File: config.mk
export PLATFORM = sky130hd
export DESIGN_NAME = clkgen_tick_flat
export DESIGN_NICKNAME = d
export VERILOG_FILES = /design/src/rtl/clkgen_tick_pkg.sv /design/src/rtl/clkgen_tick_if.sv /design/src/rtl/clkgen_chan.sv /design/src/rtl/clkgen_tick.sv /design/src/flat_wrapper.sv
export SDC_FILE = /design/constraint.sdc
export NUM_CORES = 1
export LEC_CHECK = 0
export ABC_AREA = 1
export BUFFER_PORTS_ARGS = -buffer_cell sky130_fd_sc_hd__buf_2
export CAP_MARGIN = 20
export CORE_AREA = 2 2 288 290
export CTS_BUF_LIST = sky130_fd_sc_hd__clkbuf_2 sky130_fd_sc_hd__clkbuf_4 sky130_fd_sc_hd__clkbuf_8
export DETAILED_ROUTE_END_ITERATION = 8
export DIE_AREA = 0 0 290 292
export PLACE_DENSITY = 0.39
export SYNTH_ARGS = -nofsm -noshare
export SYNTH_HDL_FRONTEND = slang
export SYNTH_SLANG_ARGS = --single-unit
File: constraint.sdc
create_clock -name CLK50M -period 27.9 [get_ports CLK50M]
set_input_delay 6.975 -clock CLK50M [delete_from_list [all_inputs] [get_ports CLK50M]]
set_output_delay 6.975 -clock CLK50M [all_outputs]
set_load 0.005 [all_outputs]
File: src/rtl/clkgen_tick_pkg.sv
// clkgen_tick shared package: reset divisor, minimum divisor
// and per-channel output mode encodings.
package clkgen_tick_pkg;

   localparam int DEF_DIV_C = 50000;
   localparam int MIN_DIV   = 2;

   typedef enum logic {
      MODE_TICK = 1'b0,
      MODE_SQW  = 1'b1
   } mode_e;

endpackage

File: src/rtl/clkgen_tick_if.sv
// clkgen_tick control/status bundle.
// master drives RUN/MODE/DIV_LOAD/DIV_IN/SYNC, slave drives OUT/PEND.
interface clkgen_tick_if #(
   parameter int NCH   = 4,
   parameter int DIV_W = 26
);

   logic [NCH-1:0]   RUN;
   logic [NCH-1:0]   MODE;
   logic [NCH-1:0]   DIV_LOAD;
   logic [DIV_W-1:0] DIV_IN;
   logic             SYNC;
   logic [NCH-1:0]   OUT;
   logic [NCH-1:0]   PEND;

   modport master (
      output RUN, MODE, DIV_LOAD, DIV_IN, SYNC,
      input  OUT, PEND
   );

   modport slave (
      input  RUN, MODE, DIV_LOAD, DIV_IN, SYNC,
      output OUT, PEND
   );

endinterface

File: src/rtl/clkgen_chan.sv
// clkgen_chan: one divider channel with shadowed divisor.
// Ports: clk, rst_n, run, mode, load, div_in, sync -> out, pend.
module clkgen_chan
   import clkgen_tick_pkg::*;
#(
   parameter int DIV_W   = 26,
   parameter int DEF_DIV = DEF_DIV_C
) (
   input  logic             clk,
   input  logic             rst_n,
   input  logic             run,
   input  logic             mode,
   input  logic             load,
   input  logic [DIV_W-1:0] div_in,
   input  logic             sync,
   output logic             out,
   output logic             pend
);

   localparam logic [DIV_W-1:0] DEF_V = DIV_W'(DEF_DIV);
   localparam logic [DIV_W-1:0] MIN_V = DIV_W'(MIN_DIV);
   localparam logic [DIV_W-1:0] ONE_V = DIV_W'(1);

   logic [DIV_W-1:0] cnt;
   logic [DIV_W-1:0] div_act;
   logic [DIV_W-1:0] div_shd;

   logic             wrap;
   logic             restart;
   logic             apply;
   logic [DIV_W-1:0] cnt_nxt;
   logic [DIV_W-1:0] act_nxt;
   logic [DIV_W-1:0] shd_nxt;
   logic             pend_nxt;
   logic             out_nxt;

   always_comb begin
      wrap     = 1'b0;
      restart  = 1'b0;
      apply    = 1'b0;
      cnt_nxt  = cnt + ONE_V;
      act_nxt  = div_act;
      shd_nxt  = div_shd;
      pend_nxt = pend;
      out_nxt  = 1'b0;

      wrap    = (cnt == div_act - ONE_V);
      // sync, idle and wrap all start a fresh period at cnt 0
      restart = sync | ~run | wrap;
      apply   = pend & restart;

      if (restart)
         cnt_nxt = '0;
      if (apply)
         act_nxt = div_shd;

      // a load in the apply cycle arms the next period, not this one
      if (load) begin
         shd_nxt  = (div_in < MIN_V) ? MIN_V : div_in;
         pend_nxt = 1'b1;
      end else if (apply) begin
         pend_nxt = 1'b0;
      end

      // tick marks a natural wrap only; a sync-truncated period
      // gives no pulse
      if (run) begin
         if (mode == MODE_SQW)
            out_nxt = (cnt_nxt < (act_nxt >> 1));
         else
            out_nxt = wrap & ~sync;
      end
   end

   always_ff @(posedge clk or negedge rst_n) begin
      if (!rst_n) begin
         cnt     <= '0;
         div_act <= DEF_V;
         div_shd <= DEF_V;
         pend    <= 1'b0;
         out     <= 1'b0;
      end else begin
         cnt     <= cnt_nxt;
         div_act <= act_nxt;
         div_shd <= shd_nxt;
         pend    <= pend_nxt;
         out     <= out_nxt;
      end
   end

endmodule

File: src/rtl/clkgen_tick.sv
// clkgen_tick: NCH-channel tick/clock-enable generator with reset sync.
// Ports: CLK50M, RSTN -> RSTN_SYNC; bus (slave) carries channel controls.
module clkgen_tick
   import clkgen_tick_pkg::*;
#(
   parameter int NCH     = 4,
   parameter int DIV_W   = 26,
   parameter int DEF_DIV = DEF_DIV_C
) (
   input  logic         CLK50M,
   input  logic         RSTN,
   output logic         RSTN_SYNC,
   clkgen_tick_if.slave bus
);

   // asserts with RSTN, releases on the 2nd clock edge after it
   logic [1:0] rst_sync;

   always_ff @(posedge CLK50M or negedge RSTN) begin
      if (!RSTN)
         rst_sync <= 2'b00;
      else
         rst_sync <= {rst_sync[0], 1'b1};
   end

   assign RSTN_SYNC = rst_sync[1];

   for (genvar i = 0; i < NCH; i++) begin : g_ch
      clkgen_chan #(
         .DIV_W   (DIV_W),
         .DEF_DIV (DEF_DIV)
      ) u_chan (
         .clk    (CLK50M),
         .rst_n  (rst_sync[1]),
         .run    (bus.RUN[i]),
         .mode   (bus.MODE[i]),
         .load   (bus.DIV_LOAD[i]),
         .div_in (bus.DIV_IN),
         .sync   (bus.SYNC),
         .out    (bus.OUT[i]),
         .pend   (bus.PEND[i])
      );
   end

endmodule

File: src/flat_wrapper.sv
// flat-port wrapper written by rule: the top's interface ports become plain ports
module clkgen_tick_flat import clkgen_tick_pkg::*;
#(
   parameter int NCH     = 4,
   parameter int DIV_W   = 26,
   parameter int DEF_DIV = DEF_DIV_C
)
  (CLK50M, RSTN, RSTN_SYNC, bus_RUN, bus_MODE, bus_DIV_LOAD, bus_DIV_IN, bus_SYNC, bus_OUT, bus_PEND);
  clkgen_tick_if #(.NCH(NCH), .DIV_W(DIV_W)) bus_i ();
  input  logic CLK50M;
  input  logic RSTN;
  output logic RSTN_SYNC;
  input wire logic [$bits(bus_i.RUN)-1:0] bus_RUN;
  input wire logic [$bits(bus_i.MODE)-1:0] bus_MODE;
  input wire logic [$bits(bus_i.DIV_LOAD)-1:0] bus_DIV_LOAD;
  input wire logic [$bits(bus_i.DIV_IN)-1:0] bus_DIV_IN;
  input wire logic [$bits(bus_i.SYNC)-1:0] bus_SYNC;
  output wire logic [$bits(bus_i.OUT)-1:0] bus_OUT;
  output wire logic [$bits(bus_i.PEND)-1:0] bus_PEND;
  assign bus_i.RUN = bus_RUN;
  assign bus_i.MODE = bus_MODE;
  assign bus_i.DIV_LOAD = bus_DIV_LOAD;
  assign bus_i.DIV_IN = bus_DIV_IN;
  assign bus_i.SYNC = bus_SYNC;
  assign bus_OUT = bus_i.OUT;
  assign bus_PEND = bus_i.PEND;
  clkgen_tick #(.NCH(NCH), .DIV_W(DIV_W), .DEF_DIV(DEF_DIV)) u_core (.CLK50M(CLK50M), .RSTN(RSTN), .RSTN_SYNC(RSTN_SYNC), .bus(bus_i));
endmodule
==> results of run 1 <==
## area by class of cell
cell class	instances	area share, %
Sequential cell	322	35.3
Antenna cell	1	0.0109
Tap cell	1070	5.82
Multi-Input combinational cell	1942	45.5
Inverter	348	5.69
Timing Repair Buffer	55	1.37
Clock buffer	96	5.44
Clock inverter	19	0.859
## metrics by stage
stage / setup WS [ps] / util, % / area [um2] / cells
2_1_floorplan: 13750 / - / 20200 / 2673
3_3_place_gp: 17470 / 26.4 / 21500 / 3736
3_5_place_dp: 17450 / 26.4 / 21500 / 3736
4_1_cts: 18130 / 28.2 / 23000 / 3851
5_1_grt: 17720 / 28.2 / 23000 / 3853
6_report: 18190 / 28.2 / 23000 / 3853
## cells in the final DEF, fill, tap and decap left out, drive strengths merged, types with 3 or more instances in the layout
master	synthesis	layout
nor3	61	61
o21ai	163	163
clkinv	0	14
or2	48	48
a31oi	9	9
a21o	4	4
nand2	765	765
o221a	4	4
nand3	107	107
bufinv	0	3
ha	104	104
a211oi	11	11
nand4	43	43
nor2	333	333
nand3b	14	14
inv	348	348
xnor2	45	45
buf	25	55
and2	6	6
xnor3	5	5
and3	4	4
dfrtp	274	274
clkbuf	36	96
o21a	4	4
a21oi	84	84
xor2	85	85
nor3b	17	17
dfstp	48	48
nor4	14	14
## worst paths after layout
| check | from | to | slack (ps) | depth (start not counted) |
|---|---|---|---|---|
| max | bus_SYNC | u_core.g_ch[1].u_chan.out | 18190 | 16 |
| min | u_core.rst_sync[1] | u_core.g_ch[2].u_chan.cnt[1] | 360 | 0 |
| max reg2reg | u_core.g_ch[1].u_chan.div_act[0] | u_core.g_ch[1].u_chan.out | 22980 | 27 |
| min reg2reg | u_core.rst_sync[1] | u_core.g_ch[2].u_chan.cnt[1] | 360 | 0 |
| max in group asynchronous | RSTN | u_core.rst_sync[1] | 21690 | 1 |
| min in group CLK50M | u_core.rst_sync[0] | u_core.rst_sync[1] | 360 | 0 |
## power by group through the flow
stage | Clock [mW] | Sequential, mW | Combinational [mW]
after detailed placement | 0 | 0.567 | 0.223
after global routing | 0.584 | 0.563 | 0.256
final | 0.543 | 0.557 | 0.221
after floorplan | 0 | 0.552 | 0.162
after CTS | 0.566 | 0.559 | 0.224
after global placement | 0 | 0.567 | 0.220
## flip-flops by register name, indices dropped and copies added, names as in the netlist
register,flops
u_core.g_ch.u_chan.pend,4
u_core.g_ch.u_chan.div_act,104
u_core.g_ch.u_chan.out,4
u_core.rst_sync,2
u_core.g_ch.u_chan.div_shd,104
u_core.g_ch.u_chan.cnt,104
## cells by family after synthesis
kind of cell               Yosys count  synth area share, %
DFF                                322                 40.2
other                                1               0.0186
and+or+nand+nor                   1413                 31.0
adders and majority gates          104                 6.44
AOI/OAI and AO/OA                  288                 8.07
buffers and inverters              409                 7.99
xor gates and xnor gates           136                 6.31
## per-layer routing
layer / GRT usage (%) / part of all wire, % / vias up
met5: 0 / 0.042 / -
met4: 4.20 / 2.4 / 4
met3: 3.21 / 4.8 / 92
met2: 24.9 / 46 / 297
met1: 19.7 / 46 / 7992
li1: - / - / 8629
==> impl_metrics.toml, run 1 <==
[power_and_ir_drop]
p_comb_share_pct = 16.7
design_power_total_mw = 1.32
leakagePower_nw = 11.0
netSwitchingFraction_pct = 31.6
vdd_drop_max_mv = 0.0401
clock_share_of_power_pct = 41.1
power.switching_mw = 0.417
internal_power_mw = 0.903
p_per_area_mw_per_mm2 = 57.4
power.share.sequential_pct = 42.2

[global_route]
grt_max_degree = 158
first_global_vias = 17300
grt_usage_pct = 15.0
grt_antenna_before_repair = 6
grt_pass1_wl_mm = 99.5
grt_overflow = 0

[worst_setup_path]
worst_path_largest_cell_delay_ps = 580
cp.arrival_ps = 10290
timing.critical_path.slowest_stage_cell = "nand2_2"
crit_path_cell_trace = "buf_2, nor2_1, nand2_4, nand2_2, inv_1, or2_2, o21ai_0, ha_1, nand2_1, nor2_1, a211oi_1, o221a_2, nand2_1, nand2_1, nand2_1, a21oi_1"
crit_top_cell = "nand2_1"
worstSetupStartpointType = "primary input"
setup.worst_path.class = "primary input to register"
worst_setup_path_end_kind = "register"
worst_path_dominant_cell_family = "simple AND/OR/NAND/NOR gates"
crit_buf_inv = 2
required_ps = 28480
path_max_fanout = 43

[finish]
nets = 2875
layout.area.seq_mm2 = 0.00812
drive_above_1_share_pct = 13.2
area.growth.synth_to_final_pct = 13.9
fill_cells = 8804
multi_input_area_mm2 = 0.0105

[hold_path]
min-delay-path-class = "register to asynchronous set/reset pin"

[detailed_routing]
post_drt_wl_per_cell_um = 16.5
vias_per_cell = 4.42
drt_drc_violations_left = 0
antenna_left = 0
dr.pass1.iters = 5
drt_first_iter_violations = 994
dr_total_vias = 17000
wirelength_mm = 63.7

[timing]
finalWorstPathRequiredPeriod_ps = 9710
worst-slew-pin-transition_ps = 924
final_cycle_share_pct = 34.8
fin_tns_setup_ps = 0
timing.final.hold_violations = 0
report.final.setup_viol = 0
clock.fmax_mhz = 103
max_slew_margin_vs_limit_pct = 38.4
setup_repair_after_global_routing_missed_its_margin = "false"
drv_slew = 0
hold_slack_ps = 356
clock_skew_ps = 48.1

[logic_synthesis]
postSynthCellCount = 2673
synthDominantCellAreaShare_pct = 33.9
post_synth.cell_area_avg_um2 = 7.56
yosysMostFrequentCell = "nand2_1"
synth_seq_area_share_pct = 40.2
synthFlopType = "dfrtp_1"
postSynthRegisterBits = 322
synth.lib_cells_used.distinct = 54
synth_enable_flop_cells = 0
ys.warnings.count = 0
synthesis.nets = 2818
async_reset_ff_share_pct = 100
yosys-top-cells-area = "dfrtp_1, nand2_1, ha_1, inv_1, dfstp_2"
netlist_top_cells_count = "nand2_1, inv_1, nor2_1"
yosysTopAreaCell = "dfrtp_1"
netlist_area_mm2 = 0.0202

[place]
post-dp-hpwl_mm = 49.1
routabilityCongestion = 0.852
numPortBuffers = 49

[floorplanning]
die_area_mm2 = 0.0847
die_height_um = 292
row_count = 105
effective_utilization_at_floorplan_pct = 24.8
num_io_pins = 50
fp.dieW_um = 290
fp.coreArea_mm2 = 0.0816

[clocking]
clock_sinks = 322
hold_buffers = 0
worstSkewPairLatency_ps = 690
clock_path_buffers = 3
cts_max_level = 2
cts_buffers = 61
tritoncts_clock_tree = "yes"
cts_resized = 0
post-cts-setup-buffers = 0
cts-root-buf = "clkbuf_8"
clock_slew_at_reported_path_ffs_ps = 60

[run_status]
status = "finished, final reports clean"

[flow_run]
max-cap-violations = 0
Note: power is estimated with default switching activity, not from simulation.
==> run 2, diff against run 1 <==
==> constraint.sdc (replaced) <==
create_clock -name CLK50M -period 9.1 [get_ports CLK50M]
set_input_delay 2.275 -clock CLK50M [delete_from_list [all_inputs] [get_ports CLK50M]]
set_output_delay 2.275 -clock CLK50M [all_outputs]
set_load 0.005 [all_outputs]
==> run 2 against run 1 <==
Effect of this change:
- critical path depth is 2 higher
- via count rose by 0.61%
- count of clock-buffer cells in the layout grew 10
- critical path type unchanged
- largest cell class unchanged
==> impl_metrics.toml, run 2 (synthesis gave the netlist of run 1 again) <==
[finish]
area.growth.synth_to_final_pct = 13.3
layout.area.seq_mm2 = 0.00812
most-common-layout-cells = "nand2_1, inv_1, nor2_1, dfrtp_1"
multi_input_area_mm2 = 0.0105
nets = 2876
drive_above_1_share_pct = 13.2
top_regs = "u_core.g_ch.u_chan.cnt (104), u_core.g_ch.u_chan.div_act (104), u_core.g_ch.u_chan.div_shd (104)"
final_util_pct = 28.1
most_common_cell_after_layout_fill_and_taps_aside = "nand2_1"
fill_cells = 8922

[global_route]
grt_antenna_before_repair = 6
grt_max_degree = 71
grt_overflow = 0
first_global_vias = 17500
grt_usage_pct = 15.1
grt_pass1_wl_mm = 100

[clocking]
worstSkewPairLatency_ps = 690
cts_buffers = 61
clock_path_buffers = 3
cts-root-buf = "clkbuf_8"
post-cts-setup-buffers = 0
cts_resized = 0
clock_slew_at_reported_path_ffs_ps = 70
tritoncts_clock_tree = "yes"
hold_buffers = 0
clock_sinks = 322
cts_max_level = 2

[timing]
setup_repair_after_global_routing_missed_its_margin = "false"
finalWorstPathRequiredPeriod_ps = 5040
clock.fmax_mhz = 199
clock_skew_ps = 42.1
worst-slew-pin-transition_ps = 974
report.final.setup_viol = 0
drv_slew = 0
fin_tns_setup_ps = 0
timing.final.hold_violations = 0
max_slew_margin_vs_limit_pct = 35.1
final_cycle_share_pct = 55.3

[detailed_routing]
dr_total_vias = 17100
wirelength_mm = 63.2
drt_first_iter_violations = 1093
drt_drc_violations_left = 0
dr.pass1.iters = 5
post_drt_wl_per_cell_um = 16.4
antenna_left = 0
vias_per_cell = 4.44

[worst_setup_path]
worst_r2r_startpoint = "u_core.g_ch[1].u_chan.div_act[0]"
worstSetupStartpointType = "primary input"
regToRegSetupSlack_ps = 4170
setup.worst_path.class = "primary input to register"
path_max_fanout = 38
worst_setup_path_end_kind = "register"
worst-r2r-cell-count = 25
required_ps = 9640
setup.worst_path.end = "u_core.g_ch[2].u_chan.out"
cp.arrival_ps = 5570
crit_start = "bus_SYNC"
reg2reg_to = "u_core.g_ch[1].u_chan.out"

[floorplanning]
fp.dieW_um = 290
fp.coreArea_mm2 = 0.0816
die_area_mm2 = 0.0847
die_height_um = 292
row_count = 105
num_io_pins = 50
effective_utilization_at_floorplan_pct = 24.8

[place]
post-dp-hpwl_mm = 49.2
numPortBuffers = 49
routabilityCongestion = 0.865

[run_status]
status = "finished, final reports clean"

[power_and_ir_drop]
leakagePower_nw = 10.9
vdd_drop_max_mv = 0.0863
p_per_area_mw_per_mm2 = 174

[flow_run]
max-cap-violations = 0

[hold_path]
min-delay-path-class = "register to asynchronous set/reset pin"
## run 2: per-layer routing
| metal | track usage [%] | wire (um) |
|---|---|---|
| met1 | 20.2 | 29800 |
| met4 | 4.94 | 1880 |
| met3 | 2.41 | 2430 |
| met2 | 24.9 | 29100 |
| met5 | 0 | 23 |
## run 2: worst min path at each step
stage                                  start                                end  slack (ps)
after CTS                 u_core.rst_sync[1]  u_core.g_ch[2].u_chan.div_shd[24]         330
final                     u_core.rst_sync[1]  u_core.g_ch[2].u_chan.div_shd[21]         310
after global placement    u_core.rst_sync[1]         u_core.g_ch[2].u_chan.pend         330
after detailed placement  u_core.rst_sync[1]         u_core.g_ch[2].u_chan.pend         330
after floorplan           u_core.rst_sync[0]                 u_core.rst_sync[1]         330
after global routing      u_core.rst_sync[1]  u_core.g_ch[2].u_chan.div_shd[24]         350
## run 2: stage by stage
| step | power (mW) | hold slack, ps | instance area [um2] | setup WS, ps | cells |
|---|---|---|---|---|---|
| after CTS | 4.05 | 332 | 22900 | 4070 | 3852 |
| after global placement | 2.41 | 327 | 21500 | 3410 | 3738 |
| after floorplan | 2.19 | 331 | 20200 | 2810 | 2673 |
| final | 3.98 | 309 | 22900 | 4060 | 3855 |
| after detailed placement | 2.42 | 333 | 21500 | 3360 | 3738 |
| after global routing | 4.24 | 350 | 22900 | 3600 | 3854 |
## run 2: layout make-up
type / instances / share of cell area, %
timing repair buffer: 56 / 1.30
tap: 1070 / 5.85
multi-input combinational: 1942 / 45.7
sequential: 322 / 35.5
antenna: 3 / 0.0328
clock buffer: 106 / 5.50
inverter: 348 / 5.72
clock inverter: 8 / 0.415
## run 2: critical path, cell delays in order
cell,delay (ps)
buf_2,340
inv_1,80
nand2_1,80
inv_1,50
o21ai_2,50
buf_4,280
nand2_2,460
inv_1,490
or2_2,180
o21ai_1,70
ha_1,350
nand2_1,60
nor2_1,100
a211oi_1,50
o311ai_0,410
nor2_1,70
nand2_1,100
a21oi_2,50
## run 2: where the power goes
group          internal, mW  switching (mW)  total, mW
Sequential             1.57           0.135       1.71
Combinational         0.235           0.443      0.678
Clock                 0.917           0.677       1.59
